===== config.mk =====
export PLATFORM = sky130hd
export DESIGN_NAME = alarm_core_multi
export DESIGN_NICKNAME = d
export VERILOG_FILES = /design/src/rtl/alarm_core_multi.sv
export SDC_FILE = /design/constraint.sdc
export NUM_CORES = 1
export LEC_CHECK = 0
export CORE_ASPECT_RATIO = 1.4
export CORE_MARGIN = 5
export CORE_UTILIZATION = 45
export CTS_CLUSTER_DIAMETER = 50
export CTS_CLUSTER_SIZE = 12
export DETAILED_ROUTE_END_ITERATION = 7
export SLEW_MARGIN = 20
export SYNTH_ARGS = -nofsm -noshare
export SYNTH_HDL_FRONTEND = slang
export SYNTH_SLANG_ARGS = --single-unit

===== constraint.sdc =====
create_clock -name Clk -period 6.67 [get_ports Clk]
set_input_delay 1.334 -clock Clk [delete_from_list [all_inputs] [get_ports Clk]]
set_output_delay 1.334 -clock Clk [all_outputs]
set_load 0.01 [all_outputs]

===== src/rtl/alarm_core_multi.sv =====
// Multi-alarm clock core: timekeeping, time/alarm editing, and a ring/snooze sound FSM.
// Edits and ticks update working registers; hours/mins are registered from the next-cycle values.
module alarm_core_multi #(
  parameter int unsigned N_ALARMS      = 4,
  parameter int unsigned TICKS_PER_MIN = 60,
  parameter int unsigned SNOOZE_MIN    = 5,
  parameter int unsigned RING_MIN      = 10
) (
  input  logic                Clk,
  input  logic                Clr,
  input  logic                Tick,
  input  logic                SetTime,
  input  logic                SetAlarm,
  input  logic                Next,
  input  logic                Up,
  input  logic                Snooze,
  input  logic                Stop,
  input  logic                Mute,
  input  logic [2:0]          Sel,
  output logic [4:0]          hours,
  output logic [5:0]          mins,
  output logic [2:0]          day,
  output logic [N_ALARMS-1:0] alarm_en,
  output logic [2:0]          active_alarm,
  output logic                sound,
  output logic                dblink,
  output logic                snoozing
);

  localparam int unsigned SEC_W   = (TICKS_PER_MIN > 1) ? $clog2(TICKS_PER_MIN) : 1;
  localparam int unsigned CNT_W   = 4;
  localparam int unsigned SLOTS   = 8;

  typedef enum logic [1:0] {M_RUN, M_SET_TIME, M_SET_ALARM} mode_t;
  typedef enum logic [1:0] {F_HOUR, F_MIN, F_AUX} field_t;
  typedef enum logic [1:0] {S_IDLE, S_RING, S_SNOOZED} snd_t;

  mode_t             mode, mode_n;
  field_t            field, field_n;
  snd_t              snd;
  logic [2:0]        sel, sel_n;
  logic [SEC_W-1:0]  sec, sec_n;
  logic [4:0]        t_hour, hour_n;
  logic [5:0]        t_min, min_n;
  logic [2:0]        t_day, day_n;
  logic [4:0]        al_hour   [SLOTS];
  logic [5:0]        al_min    [SLOTS];
  logic [4:0]        al_hour_n [SLOTS];
  logic [5:0]        al_min_n  [SLOTS];
  logic [N_ALARMS-1:0] al_en, en_n;
  logic [4:0]        disp_hour_n;
  logic [5:0]        disp_min_n;
  logic              wrap_c;
  logic              min_evt;
  logic              hit;
  logic [2:0]        hit_idx;
  logic [CNT_W-1:0]  ring_cnt, snz_cnt;

  assign day      = t_day;
  assign alarm_en = al_en;

  function automatic field_t next_field(input field_t f);
    case (f)
      F_HOUR:  next_field = F_MIN;
      F_MIN:   next_field = F_AUX;
      default: next_field = F_HOUR;
    endcase
  endfunction

  function automatic logic [4:0] inc_hour(input logic [4:0] h);
    inc_hour = (h == 5'd23) ? 5'd0 : h + 5'd1;
  endfunction

  function automatic logic [5:0] inc_min(input logic [5:0] m);
    inc_min = (m == 6'd59) ? 6'd0 : m + 6'd1;
  endfunction

  // Mode FSM next state plus timekeeping and edit datapath
  always_comb begin
    mode_n    = mode;
    field_n   = field;
    sel_n     = sel;
    sec_n     = sec;
    hour_n    = t_hour;
    min_n     = t_min;
    day_n     = t_day;
    al_hour_n = al_hour;
    al_min_n  = al_min;
    en_n      = al_en;
    wrap_c    = 1'b0;
    case (mode)
      M_RUN: begin
        if (Tick) begin
          if (sec == SEC_W'(TICKS_PER_MIN - 1)) begin
            sec_n  = '0;
            wrap_c = 1'b1;
            min_n  = inc_min(t_min);
            if (t_min == 6'd59) begin
              hour_n = inc_hour(t_hour);
              if (t_hour == 5'd23) begin
                day_n = (t_day == 3'd6) ? 3'd0 : t_day + 3'd1;
              end
            end
          end else begin
            sec_n = sec + SEC_W'(1);
          end
        end
        if (SetTime) begin
          mode_n  = M_SET_TIME;
          field_n = F_HOUR;
        end else if (SetAlarm && (4'(Sel) < 4'(N_ALARMS))) begin
          mode_n  = M_SET_ALARM;
          field_n = F_HOUR;
          sel_n   = Sel;
        end
      end
      M_SET_TIME: begin
        if (SetTime) begin
          mode_n = M_RUN;
          sec_n  = '0;
        end else begin
          if (Up) begin
            case (field)
              F_HOUR:  hour_n = inc_hour(t_hour);
              F_MIN:   min_n  = inc_min(t_min);
              default: day_n  = (t_day == 3'd6) ? 3'd0 : t_day + 3'd1;
            endcase
          end
          if (Next) field_n = next_field(field);
        end
      end
      M_SET_ALARM: begin
        if (SetAlarm) begin
          mode_n = M_RUN;
        end else begin
          if (Up) begin
            case (field)
              F_HOUR:  al_hour_n[sel] = inc_hour(al_hour[sel]);
              F_MIN:   al_min_n[sel]  = inc_min(al_min[sel]);
              default: en_n = al_en ^ (N_ALARMS'(1) << sel);
            endcase
          end
          if (Next) field_n = next_field(field);
        end
      end
      default: mode_n = M_RUN;
    endcase
    disp_hour_n = (mode_n == M_SET_ALARM) ? al_hour_n[sel_n] : hour_n;
    disp_min_n  = (mode_n == M_SET_ALARM) ? al_min_n[sel_n]  : min_n;
  end

  // Lowest enabled alarm whose hour/minute equals the current time
  always_comb begin
    hit     = 1'b0;
    hit_idx = '0;
    for (int k = 0; k < int'(N_ALARMS); k++) begin
      if (!hit && al_en[k] && (al_hour[k] == t_hour) && (al_min[k] == t_min)) begin
        hit     = 1'b1;
        hit_idx = 3'(k);
      end
    end
  end

  always_ff @(posedge Clk) begin
    if (Clr) begin
      mode    <= M_RUN;
      field   <= F_HOUR;
      sel     <= '0;
      sec     <= '0;
      t_hour  <= '0;
      t_min   <= '0;
      t_day   <= '0;
      al_en   <= '0;
      for (int k = 0; k < int'(SLOTS); k++) begin
        al_hour[k] <= '0;
        al_min[k]  <= '0;
      end
      min_evt <= 1'b0;
      hours   <= '0;
      mins    <= '0;
      dblink  <= 1'b0;
    end else begin
      mode    <= mode_n;
      field   <= field_n;
      sel     <= sel_n;
      sec     <= sec_n;
      t_hour  <= hour_n;
      t_min   <= min_n;
      t_day   <= day_n;
      al_en   <= en_n;
      al_hour <= al_hour_n;
      al_min  <= al_min_n;
      min_evt <= wrap_c;
      hours   <= disp_hour_n;
      mins    <= disp_min_n;
      dblink  <= (mode_n != M_RUN);
    end
  end

  // Sound FSM; sound/snoozing follow the state one cycle later
  always_ff @(posedge Clk) begin
    if (Clr) begin
      snd          <= S_IDLE;
      ring_cnt     <= '0;
      snz_cnt      <= '0;
      active_alarm <= '0;
      sound        <= 1'b0;
      snoozing     <= 1'b0;
    end else begin
      sound    <= (snd == S_RING) && !Mute;
      snoozing <= (snd == S_SNOOZED);
      case (snd)
        S_IDLE: begin
          if (min_evt && hit) begin
            snd          <= S_RING;
            active_alarm <= hit_idx;
            ring_cnt     <= CNT_W'(RING_MIN);
          end
        end
        S_RING: begin
          if (Stop) begin
            snd <= S_IDLE;
          end else if (Snooze) begin
            snd     <= S_SNOOZED;
            snz_cnt <= CNT_W'(SNOOZE_MIN);
          end else if (min_evt) begin
            if (ring_cnt <= CNT_W'(1)) begin
              snd      <= S_IDLE;
              ring_cnt <= '0;
            end else begin
              ring_cnt <= ring_cnt - CNT_W'(1);
            end
          end
        end
        S_SNOOZED: begin
          if (Stop) begin
            snd <= S_IDLE;
          end else if (min_evt) begin
            if (snz_cnt <= CNT_W'(1)) begin
              snd      <= S_RING;
              snz_cnt  <= '0;
              ring_cnt <= CNT_W'(RING_MIN);
            end else begin
              snz_cnt <= snz_cnt - CNT_W'(1);
            end
          end
        end
        default: snd <= S_IDLE;
      endcase
    end
  end

endmodule


# Word-level counts from Yosys, hierarchy flattened
# Index checks and enable logic that the tools add are counted.
# classes
n_shift	1
bitwise_logic	7
n_eq_ne	42
reduce_logical	37
n_lt_le_gt_ge	6
n_addsub	8
muxes	105
# op_table
operator	count
$mux 48	4
$mux 40	4
$mux 6	16
$mux 5	14
$mux 4	13
$bwmux 48	1
$bwmux 40	1
$mux 3	13
$bmux 6 s3	2
$mux 2	17
$ne 2x2->1 const B	16
$bmux 5 s3	2
$eq 6x6->1	4
$pmux 6 s2	2
$eq 5x5->1	4
$add 6x1->6 const B	3
$demux 6 s3	1
$eq 6x6->1 const B	3
$pmux 2 s3	3
$reduce_and 8->1	2
$demux 5 s3	1
$logic_and 1x1->1	15
$pmux 4 s3	1
$add 5x1->5 const B	2
34 further kinds	62
# word_totals
output_inout_bits	24
register_bits	147
word_cells	240
inputBits	13

# Longest topological paths before layout
# logic_depth
depth_word	22
mapped_depth	13
mapped_depth_nobuf	10

# Worst setup path before layout
# No wires, ideal clock.
# synth_path
path_kind	input to register
start	input port Up
end	register mins[3]
path_buffers	2
setup_ns	0.096
setup_slack_ns	3.410
required_time_ns	6.574
path_stages	9
arrival_ns	3.164
path_cell_list	clkbuf_2 -> and4b_1 -> buf_4 -> nand2_4 -> nor2_2 -> nor2_1 -> mux4_2 -> mux2_2 -> o41ai_2
# synth_between
elab_chain_cells	7
elab_cells_between_ends	10
classes_between	10 x mux
# synth_rtl
element	line_no	source
start: declaration	15	input logic Up,
$mux 48	136	if (Up) begin
$mux 48	133	if (SetAlarm) begin
$mux 48	91	case (mode)
$bmux 6 s3	149	disp_min_n = (mode_n == M_SET_ALARM) ? al_min_n[sel_n] : min_n;
$mux 6 (not written as such) (2 in a row)	149	
$mux 6 *	149	
end signal: assignment	195	mins <= disp_min_n;
end: declaration	21	output logic [5:0] mins,
# Mark *: on every way between the ends. The rest lies on a longest branch, timed or not. The select of a mux whose other input is x is not followed.
# A chain may end at the register's enable or synchronous reset.

# Worst setup path in the final report
# layout_path
start	input port SetAlarm
end	register mins[5]
# layout_between
elab_chain_cells	9
elab_cells_between_ends	16
classes_between	1 x eq/ne; 13 x mux; 1 x bitwise; 1 x reduce/logical
# layout_rtl
element	line_no	source
start: declaration	13	input logic SetAlarm,
$logic_and 1x1->1	111	end else if (SetAlarm && (4'(Sel) < 4'(N_ALARMS))) begin
$mux 3	111	
$mux 3	108	if (SetTime) begin
$mux 3	91	
$not 3->4 (not written as such)	149	
$bmux 6 s3	149	
$mux 6 (not written as such) (2 in a row)	149	
$mux 6 *	149	
# Marked as above.

==> impl_metrics.py <==
metrics = {
    "min_path": {
        "worstHoldPathCells": 2,
        "hold_class": "register to register",
    },
    "yosys": {
        "yosysWarnings": 0,
        "ys_types": 94,
        "yosysMostFrequentCell": "dfxtp_1",
        "netlist_top_cells_area": "dfxtp_1 32%, mux2i_1 8.2%, xnor2_1 4.5%",
        "syn-num-nets": 1073,
        "syn_area_mm2": 0.00902,
        "synth_area_per_cell_um2": 8.62,
        "async_flop_share": 0,
        "ys_seq_elements": 146,
        "synth_compound_area_frac": 0.217,
        "synth_top_area_frac": 0.324,
        "yosysSeqAreaShare": 0.324,
        "synth-simple-area-share": 0.212,
        "synthAdderAreaFrac": 0.0180,
        "ys_top_cells_by_count": "146 x dfxtp_1, 105 x nor2_1, 81 x nand2_1",
        "postSynthCellCount": 1047,
        "post-synth-top-area-cell": "dfxtp_1",
        "muxShareOfSynthArea": 0.121,
        "synth_top_family_by_area": "compound AO/OA/AOI/OAI gates",
        "synth-edff-count": 0,
        "synth-xor-area-share": 0.0524,
        "synthFlopType": "dfxtp_1",
    },
    "cts": {
        "cts_resized": 0,
        "clkTransAtPathRegs_ps": 70,
        "postCtsHoldBufs": 0,
        "cts_setup_buffers": 0,
        "cts_tree": "yes",
        "htree_levels": 4,
        "clockRootBuffer": "clkbuf_16",
        "clockBufferDepth": 2,
        "cts_sinks": 146,
        "insertion_delay_ps": 440,
        "cts_buffers": 17,
    },
    "setup_path": {
        "crit_type": "input port to register",
        "cp_max_fo": 39,
        "cp-end-kind": "register",
        "path_cells": "clkdlybuf4s50_1 > and4bb_1 > mux2_2 > mux2i_1 > a221oi_1 > a21bo_2 > o21ai_0 > a22oi_1",
        "crit_family": "multiplexers",
        "worstSetupStartpointType": "input port",
        "critPathRequiredTime_ps": 6980,
        "slowest_delay_ps": 850,
        "crit_arrival_ps": 4420,
        "cp.depth": 8,
        "critPathBufInv": 1,
        "slowest_stage": "mux2_2",
        "reg2regPathDepth": 11,
    },
    "drt": {
        "firstDrtPassIters": 5,
        "viasPerCell": 6.29,
        "wirelength_mm": 28.9,
        "drtAntennaViolNets": 0,
        "drt-initial-drc-count": 636,
        "avgRoutedWirePerCell_um": 22.2,
        "dr_total_vias": 8188,
        "drc": 0,
    },
    "place": {
        "gp_congestion": 0.910,
        "dp_hpwl_mm": 21.0,
        "place_area_mm2": 0.00938,
        "io_buffers": 35,
    },
    "timing": {
        "fin_skew_ps": 11.2,
        "setup_viol": 0,
        "min_period_over_period": 0.616,
        "fin_crit_ps": 4110,
        "timing_hold_violations_final": 0,
        "fmax_ghz": 0.243,
        "slew_headroom": 0.310,
        "setup_tns_ps": 0,
        "worst_slew_pin_slew_ps": 1030,
        "drv_slew": 0,
        "rsz0062_at_grt": "no",
    },
    "power": {
        "leakage_nw": 3.29,
        "vdd_drop_max_v": 0.000185,
        "power_density_mw_per_mm2": 199,
    },
    "die": {
        "initial_utilization": 0.455,
        "num_io_pins": 37,
        "die_area_mm2": 0.0230,
        "die_h_um": 178,
        "coreArea_mm2": 0.0198,
        "dieWidth_um": 130,
        "fp-row-count": 61,
    },
    "final_layout": {
        "final_nets": 1063,
        "final_area_mm2": 0.00993,
        "drive_above_1_share": 0.0981,
        "syn_to_final_growth_pct": 10.0,
        "final_util": 0.500,
        "antenna_cells": 0,
    },
    "global_routing": {
        "antenna_found_initial": 0,
        "grt_usage": 0.252,
        "grt_pass1_wl_mm": 44.8,
        "grt_pass1_vias": 7870,
        "grt_start_max_net_pins": 82,
        "grt-ovfl-total": 0,
    },
    "job": {
        "maxCapViolations": 0,
    },
    "run_status": {
        "status": "completed",
    },
}
==> metrics by stage <==
step           power (W)  hold slack, ps  std cells  setup slack (ps)
6_report         0.00197             466       1302              2560
5_1_grt          0.00204             493       1302              2370
4_1_cts          0.00198             470       1302              2590
3_5_place_dp     0.00108             456       1270              2140
3_3_place_gp     0.00108             450       1270              2180
2_1_floorplan    0.00103             442       1047              3410
==> final cells by class <==
cell class	instances	area (um^2)
clock buffers	17	425
inverters	20	75.1
fillers	1942	9920
repair buffers	50	460
multi-input cells	802	5610
clock inverters	15	121
flip-flops and latches	146	2920
well taps	252	315
==> final timing paths <==
kind,startpoint,endpoint,slack [ps]
worst max-delay path,SetAlarm,mins[5],2560
worst min-delay path,active_alarm[1],active_alarm[1],470
worst max register to register,sel[1],mins[0],2600
worst min register to register,active_alarm[1],active_alarm[1],470
==> per-layer routing <==
metal | up-vias | part of all wire | global-route usage
met4 | 0 | 0.058 | 0.146
li1 | 3877 | - | -
met5 | - | 0 | 0
met1 | 3900 | 0.40 | 0.304
met2 | 324 | 0.49 | 0.420
met3 | 87 | 0.055 | 0.0419
==> cell families after synthesis <==
family | count (synthesis)
simple gates | 372
compound gates | 266
flops | 146
buf+inv | 99
mux | 96
xor+xnor | 54
fa+ha+maj | 13
other cells | 1
==> worst register-to-register path: stages, from the launching register on <==
cell	delay, ps
dfxtp_2	740
buf_4	420
mux2_2	230
o21ai_0	70
a221oi_1	490
ha_1	380
inv_1	80
a2111oi_2	550
a41oi_2	480
a2bb2oi_1	250
nor2_1	160
o31ai_1	110
==> placed cells by master, fill, tap and decap left out, drive strengths merged, types with 11 or more instances in the layout <==
| master | instances |
|---|---|
| a211oi | 44 |
| a21oi | 61 |
| and3 | 12 |
| buf | 16 |
| clkbuf | 17 |
| clkdlybuf4s50 | 34 |
| dfxtp | 146 |
| ha | 13 |
| inv | 28 |
| mux2 | 13 |
| mux2i | 75 |
| nand2 | 83 |
| nand2b | 16 |
| nand3 | 17 |
| nand4 | 19 |
| nor2 | 108 |
| nor2b | 11 |
| nor3 | 44 |
| o21ai | 29 |
| or3 | 13 |
| xnor2 | 46 |
==> registers in the layout, summed over array words and instances, names as in the netlist, 2 cells and up <==
register,cells
alarm_en,4
active_alarm,2
mode,2
sec,6
mins,6
snz_cnt,4
al_min,48
day,3
t_min,6
hours,5
t_hour,5
field,2
snd,2
ring_cnt,4
al_hour,40
sel,3
==> power breakdown <==
group | internal (W) | switching [W]
Combinational | 0.0000610 | 0.000114
Clock | 0.000485 | 0.000425
Sequential | 0.000878 | 0.00000949
Total | 0.00142 | 0.000548
No activity file was read; power rests on OpenSTA's default activity.
